--- src/rtl/quad_encoder_gen.sv ---
// quad_encoder_gen
// Multi-channel quadrature encoder emulator. Each channel turns either a
// relative left/right request or an absolute position target into a stream
// of quadrature steps on {A,B}, paced by a shared step-period divider that
// shortens as a channel keeps stepping in the same direction.
//
// Per-channel stepping, for a teammate binding checkers:
//   - requests are taken from the registered input copies only;
//   - a step fires when the request is active and the (effective) timer is 0;
//     quad, pos and the step strobe all update on that same clock edge;
//   - the timer reloads with period-1, where period = max(clkdiv >> stage, 1);
//   - idle (no request) forces timer, stage and step count to 0;
//   - a mode change behaves as if the timer were 0 and the stage/count were
//     clear, so a pending request in the new mode steps without extra delay.
module quad_encoder_gen #(
   parameter int         CHANNELS    = 2,
   parameter int         DIV_W       = 16,
   parameter int         ACCEL_STEPS = 8,
   parameter int         MAX_SHIFT   = 3,
   parameter logic [7:0] POS_INIT    = 8'h80
) (
   input  logic                  clk_sys,
   input  logic                  reset,
   input  logic [DIV_W-1:0]      clkdiv,
   input  logic [CHANNELS-1:0]   left,
   input  logic [CHANNELS-1:0]   right,
   input  logic [CHANNELS-1:0]   mode,
   input  logic [8*CHANNELS-1:0] target,
   output logic [2*CHANNELS-1:0] quad,
   output logic [8*CHANNELS-1:0] pos,
   output logic [CHANNELS-1:0]   step
);

   // Stage counts 0..MAX_SHIFT; the step count runs 0..ACCEL_STEPS-1.
   localparam int STG_W = (MAX_SHIFT < 1) ? 1 : $clog2(MAX_SHIFT + 1);
   localparam int CNT_W = (ACCEL_STEPS < 2) ? 1 : $clog2(ACCEL_STEPS + 1);

   localparam logic [STG_W-1:0] STG_MAX = STG_W'(MAX_SHIFT);
   localparam logic [CNT_W-1:0] CNT_LIM = CNT_W'(ACCEL_STEPS);

   // Registered copies of the request inputs.
   logic [CHANNELS-1:0]            left_r;
   logic [CHANNELS-1:0]            right_r;
   logic [CHANNELS-1:0]            mode_r;
   logic [CHANNELS-1:0]            mode_q;   // mode_r one cycle later, for change detect
   logic [CHANNELS-1:0][7:0]       target_r;

   // Per-channel stepping state and its next-state values.
   logic [CHANNELS-1:0][DIV_W-1:0] timer_q,    timer_d;
   logic [CHANNELS-1:0][STG_W-1:0] stage_q,    stage_d;
   logic [CHANNELS-1:0][CNT_W-1:0] count_q,    count_d;
   logic [CHANNELS-1:0]            last_dec_q, last_dec_d;
   logic [CHANNELS-1:0][1:0]       quad_q,     quad_d;
   logic [CHANNELS-1:0][7:0]       pos_q,      pos_d;
   logic [CHANNELS-1:0]            step_q,     step_d;

   // Next Gray code on {A,B}: forward 00->01->11->10->00, reverse the opposite.
   function automatic logic [1:0] quad_advance(input logic [1:0] q, input logic dec);
      logic [1:0] r;
      r = q;
      if (!dec) begin
         case (q)
            2'b00:   r = 2'b01;
            2'b01:   r = 2'b11;
            2'b11:   r = 2'b10;
            default: r = 2'b00;
         endcase
      end else begin
         case (q)
            2'b00:   r = 2'b10;
            2'b10:   r = 2'b11;
            2'b11:   r = 2'b01;
            default: r = 2'b00;
         endcase
      end
      return r;
   endfunction

   // Timer reload for a given stage: max(div >> stage, 1) - 1.
   // A divider of 0 (or one shifted down to 0) gives one step per cycle.
   function automatic logic [DIV_W-1:0] reload_value(input logic [DIV_W-1:0] div,
                                                     input logic [STG_W-1:0] stg);
      logic [DIV_W-1:0] shifted;
      shifted = div >> stg;
      if (shifted == '0) begin
         return '0;
      end
      return shifted - DIV_W'(1);
   endfunction

   // Input register stage: every decision below uses only these copies.
   always_ff @(posedge clk_sys or posedge reset) begin
      if (reset) begin
         left_r   <= '0;
         right_r  <= '0;
         mode_r   <= '0;
         mode_q   <= '0;
         target_r <= '0;
      end else begin
         left_r   <= left;
         right_r  <= right;
         mode_r   <= mode;
         mode_q   <= mode_r;
         target_r <= target;
      end
   end

   // Per-channel request decode, step decision, acceleration and position update.
   always_comb begin : chan_next
      logic             inc;
      logic             dec;
      logic             active;
      logic             mode_chg;
      logic             reversal;
      logic [DIV_W-1:0] timer_eff;
      logic [STG_W-1:0] stage_eff;
      logic [CNT_W-1:0] count_eff;
      logic [CNT_W-1:0] count_inc;

      timer_d    = timer_q;
      stage_d    = stage_q;
      count_d    = count_q;
      last_dec_d = last_dec_q;
      quad_d     = quad_q;
      pos_d      = pos_q;
      step_d     = '0;

      inc        = 1'b0;
      dec        = 1'b0;
      active     = 1'b0;
      mode_chg   = 1'b0;
      reversal   = 1'b0;
      timer_eff  = '0;
      stage_eff  = '0;
      count_eff  = '0;
      count_inc  = '0;

      for (int n = 0; n < CHANNELS; n++) begin
         // Request direction: absolute mode chases the target and never
         // wraps; relative mode is right XOR left.
         if (mode_r[n]) begin
            inc = (pos_q[n] < target_r[n]);
            dec = (pos_q[n] > target_r[n]);
         end else begin
            inc = right_r[n] & ~left_r[n];
            dec = left_r[n] & ~right_r[n];
         end
         active   = inc | dec;
         mode_chg = mode_r[n] ^ mode_q[n];

         // A mode change or a direction reversal restarts the pacing.
         timer_eff = mode_chg ? '0 : timer_q[n];
         reversal  = active && (dec != last_dec_q[n]);
         stage_eff = (mode_chg || reversal) ? '0 : stage_q[n];
         count_eff = (mode_chg || reversal) ? '0 : count_q[n];
         count_inc = count_eff + CNT_W'(1);

         if (!active) begin
            timer_d[n] = '0;
            stage_d[n] = '0;
            count_d[n] = '0;
         end else if (timer_eff == '0) begin
            step_d[n]     = 1'b1;
            timer_d[n]    = reload_value(clkdiv, stage_eff);
            quad_d[n]     = quad_advance(quad_q[n], dec);
            pos_d[n]      = dec ? (pos_q[n] - 8'd1) : (pos_q[n] + 8'd1);
            last_dec_d[n] = dec;
            // The reload above uses the stage in force before this step;
            // the faster period applies from the next reload on.
            if (count_inc == CNT_LIM) begin
               count_d[n] = '0;
               stage_d[n] = (stage_eff == STG_MAX) ? stage_eff : (stage_eff + STG_W'(1));
            end else begin
               count_d[n] = count_inc;
               stage_d[n] = stage_eff;
            end
         end else begin
            timer_d[n] = timer_eff - DIV_W'(1);
            stage_d[n] = stage_eff;
            count_d[n] = count_eff;
         end
      end
   end

   // Per-channel state register; reset parks every channel at POS_INIT, phase 00.
   always_ff @(posedge clk_sys or posedge reset) begin
      if (reset) begin
         timer_q    <= '0;
         stage_q    <= '0;
         count_q    <= '0;
         last_dec_q <= '0;
         quad_q     <= '0;
         pos_q      <= {CHANNELS{POS_INIT}};
         step_q     <= '0;
      end else begin
         timer_q    <= timer_d;
         stage_q    <= stage_d;
         count_q    <= count_d;
         last_dec_q <= last_dec_d;
         quad_q     <= quad_d;
         pos_q      <= pos_d;
         step_q     <= step_d;
      end
   end

   // Packed state maps directly onto the output buses: channel n phase A at
   // quad[2n+1], phase B at quad[2n], position at pos[8n+7:8n].
   assign quad = quad_q;
   assign pos  = pos_q;
   assign step = step_q;

endmodule

--- config.mk ---
export PLATFORM = sky130hd
export DESIGN_NAME = quad_encoder_gen
export DESIGN_NICKNAME = d
export VERILOG_FILES = /design/src/rtl/quad_encoder_gen.sv
export SDC_FILE = /design/constraint.sdc
export NUM_CORES = 1
export LEC_CHECK = 0
export ABC_AREA = 1
export CAP_MARGIN = 15
export CORE_ASPECT_RATIO = 0.9
export CORE_MARGIN = 2
export CORE_UTILIZATION = 54
export DETAILED_ROUTE_END_ITERATION = 10
export PLACE_DENSITY = 0.76
export RECOVER_POWER = 50
export SKIP_CTS_REPAIR_TIMING = 1
export SYNTH_ARGS = -nofsm -noshare
export SYNTH_HDL_FRONTEND = slang
export SYNTH_SLANG_ARGS = --single-unit
--- constraint.sdc ---
create_clock -name clk_sys -period 2.81 [get_ports clk_sys]
set_input_delay 0.562 -clock clk_sys [delete_from_list [all_inputs] [get_ports clk_sys]]
set_output_delay 0.562 -clock clk_sys [all_outputs]
set_load 0.01 [all_outputs]
==> summary.txt <==
Final layout
  • Finished Layout Cells: 1418
  • Number of antenna diodes: 0
  • Register area: 0.00231 mm2
  • Multi-input logic area: 0.00474 mm2
  • Layout cells sized above 1: 29.9%
  • Fillers: 828
  • Post-route cell area: 0.0101 mm2
  • Synthesis-to-layout area growth: 43.4%
  • Layout Nets: 1326

Yosys
  • Primary FF master, synth: dfrtp_1
  • Largest cells by area after synthesis: dfrtp_1 (32%), nand2_1 (15%), nand3_1 (7.9%)
  • Distinct cell type count after synthesis: 48
  • Register area share after synthesis: 32.6%
  • Yosys warns: 0
  • Mapped cell area: 0.00707 mm2
  • Ys async rst share: 100%
  • Syn Area/Cell: 6.88 um2
  • Synth area leader: dfrtp_1
  • Commonest cells post-synth: nand2_1 (290), inv_1 (131), nand3_1 (111), nor2_1 (97), dfrtp_1 (90)
  • FF+latch count, synth: 92
  • Synth Instances: 1027
  • Area share of the largest cell type after synthesis: 31.9%
  • Syn Nets: 1104
  • Count leader, synth: nand2_1
  • Post-synth EDFFs: 0

Power and ir drop
  • Clk pwr share: 17.7%
  • Internal power: 4.54 mW
  • Max rail drop VDD: 508 uV
  • P per Cell Area: 763 mW/mm2
  • Comb pwr share: 57.7%
  • Flop pwr share: 24.5%
  • Switching power: 3.20 mW
  • Leak: 5.11 nW
  • Pwr Total: 7.74 mW
  • Switching Share: 41.3%

Floorplanning
  • Full die area: 0.0140 mm2
  • Io pins: 62
  • Row count: 39
  • Chip Height: 113 um
  • Initial Util: 55.5%
  • Total core area: 0.0127 mm2
  • Die X: 125 um

Worst setup path
  • Critical path class: reg -> reg
  • R2R Path End: timer_q[5]$_DFF_PP0_
  • CP Data Arrival Time: 3.51 ns
  • Reg2reg start: pos[7]$_DFFE_PP1P_
  • FF-to-FF path depth: 19
  • Startpoint types: flop
  • CP Capture Point: timer_q[5]$_DFF_PP0_
  • WP data required: 3.09 ns
  • Crit path from: pos[7]$_DFFE_PP1P_
  • CP Capture Type: flop
  • Worst-path fanout max: 19
  • R2r setup slk: -0.42 ns

Timing
  • Setup Skew: 0.00760 ns
  • Worst Tran Pin Value: 1.63 ns
  • RSZ-0062 raised after global routing: yes
  • Pins Over Slew Limit: 66
  • Rel. slew slack: -8.93%
  • Final period util: 115%
  • Setup violators final: 39
  • Setup slack after layout: -0.423 ns
  • Fmax: 309 MHz
  • Final min period: 3.23 ns
  • Hold Vio Cnt, Final: 0
  • Final setup TNS: -9.43 ns

Worst hold path
  • Hold Crit Start: mode_r[1]$_DFF_PP0_
  • Hold Path Class: reg -> reg
  • Hold Crit Depth: 0

Route
  • Remaining DRCs: 0
  • Drt via density: 5.50
  • Routed via count: 7799
  • Drt wl/cell: 15.0 um
  • Routed wire length: 21.3 mm
  • First-pass detailed-route iteration total: 5
  • Number of routed nets with antenna violations: 0
  • Initial DRC Count: 610

GRT
  • Number of antenna violations at the first check in global routing: 0
  • GRT Total Usage: 27.5%
  • Number of global-route vias before repair: 6992
  • First-pass GRT wire length: 32.0 mm
  • Grt ovf: 0
  • Pin count of the biggest net entering global routing: 66

Clocking
  • Root Buffer: clkbuf_16
  • Clock-pin slew of the registers on the worst-case setup and hold paths: 0.07 ns
  • TritonCTS clock tree: done
  • Max clock buf depth: 2
  • Num CTS Buffers: 9
  • H-Tree Depth: 3
  • TritonCTS Sinks: 92
  • Clock latency at the later pin of the worst-skew pair: 0.35 ns

Status
  • Status: complete, but fails checks
  • Failing checks: capacitance limit, slew limit, setup timing

Placement
  • Placed wire-length estimate: 14.4 mm
  • DP Cell Count: 1377
  • Placement Cell Area: 0.00909 mm2
  • GPL Wtd Cong: 0.902
  • Port bufs: 61
  • Pre-CTS setup slack: -0.410 ns

Run
  • Max cap viols: 1
sequential cells by signal (all words and copies together), names as in the netlist, 4 cells and up:
signal    cells
quad          4
pos          16
timer_q      32
count_q       8
target_r     16
stage_q       4
metal layers:
metal / vias to the layer above / track usage (%) / wire [um]
met5: - / 0 / 0
met4: 0 / 6.14 / 412
met3: 40 / 4.15 / 1320
met2: 299 / 45.0 / 10400
met1: 3689 / 38.9 / 9140
li1: 3771 / - / -
final cells by class:
type | instances | area share (%)
multi-input cells | 772 | 46.7
flip-flops and latches | 92 | 22.8
repair buffers | 232 | 19.6
inverters | 141 | 5.48
clock buffers | 9 | 2.22
well taps | 164 | 2.02
clock inverters | 7 | 1.10
repair inverters | 1 | 0.0494
placed cells by master (no fill, tap or decap), types with 3 or more instances in the layout:
cell type	n
inv_2	11
ha_1	24
o21ai_2	6
inv_4	5
clkdlybuf4s50_1	38
nor3_1	8
o21ai_0	30
nand2_4	10
clkbuf_16	10
buf_6	9
nand2_1	250
nand4_1	29
a21oi_1	24
o22ai_1	7
a21oi_2	17
buf_4	155
nor2_1	68
ha_4	9
o211ai_1	3
o21bai_1	4
buf_12	4
nor2_4	15
nand3_1	93
nor2_2	28
dlygate4sd3_1	23
nand3_2	17
nand2_2	37
xnor2_1	19
xor2_1	22
dfrtp_1	88
clkinvlp_4	4
nand3_4	7
o21ai_1	21
inv_1	121
power groups by stage:
stage | registers [mW] | clock network, mW | logic [mW]
CTS | 1.88 | 1.37 | 3.88
floorplan | 2.01 | 0 | 2.24
global placement | 1.90 | 0 | 3.69
finish | 1.90 | 1.37 | 4.47
global route | 1.93 | 1.43 | 4.88
detailed placement | 1.91 | 0 | 3.81
through the flow:
| stage | hold WS (ns) | util, % |
|---|---|---|
| 3_5_place_dp | 0.452 | 71.4 |
| 2_1_floorplan | 0.413 | - |
| 3_3_place_gp | 0.458 | 71.4 |
| 4_1_cts | 0.467 | 74.0 |
| 6_report | 0.430 | 79.6 |
| 5_1_grt | 0.450 | 79.6 |
worst max-delay path, cell delays in order, from the launching register on:
cell	delay [ns]
dfstp_2	0.55
ha_4	0.20
a21o_1	0.18
nor2_2	0.15
nand2_2	0.08
nand2_2	0.07
nand2_4	0.06
a21oi_4	0.27
buf_6	0.23
nand4_1	0.15
nand2_4	0.11
nor2_4	0.04
nor2_4	0.11
buf_4	0.14
nand3_2	0.11
buf_4	0.17
nor2_1	0.17
xnor2_1	0.22
nand2_2	0.10
o21ai_2	0.06
how the worst min path moves through the flow:
| stage | slack, ns | to |
|---|---|---|
| finish | 0.43 | mode_q[1]$_DFF_PP0_ |
| global route | 0.45 | mode_q[0]$_DFF_PP0_ |
| floorplan | 0.41 | mode_q[1]$_DFF_PP0_ |
| CTS | 0.47 | mode_q[1]$_DFF_PP0_ |
| detailed placement | 0.45 | mode_q[1]$_DFF_PP0_ |
| global placement | 0.46 | mode_q[0]$_DFF_PP0_ |
logic make-up (layout without fill, tap and decap cells):
| kind of cell | Yosys count | count (layout) | synth area share, % |
|---|---|---|---|
| AOI/OAI and AO/OA | 121 | 121 | 9.56 |
| xor gates and xnor gates | 41 | 41 | 5.08 |
| and+or+nand+nor | 572 | 573 | 36.3 |
| DFF | 92 | 92 | 32.6 |
| adders and majority gates | 37 | 37 | 6.76 |
| buffers and inverters | 164 | 390 | 9.67 |
No activity file was read; power rests on OpenSTA's default activity.
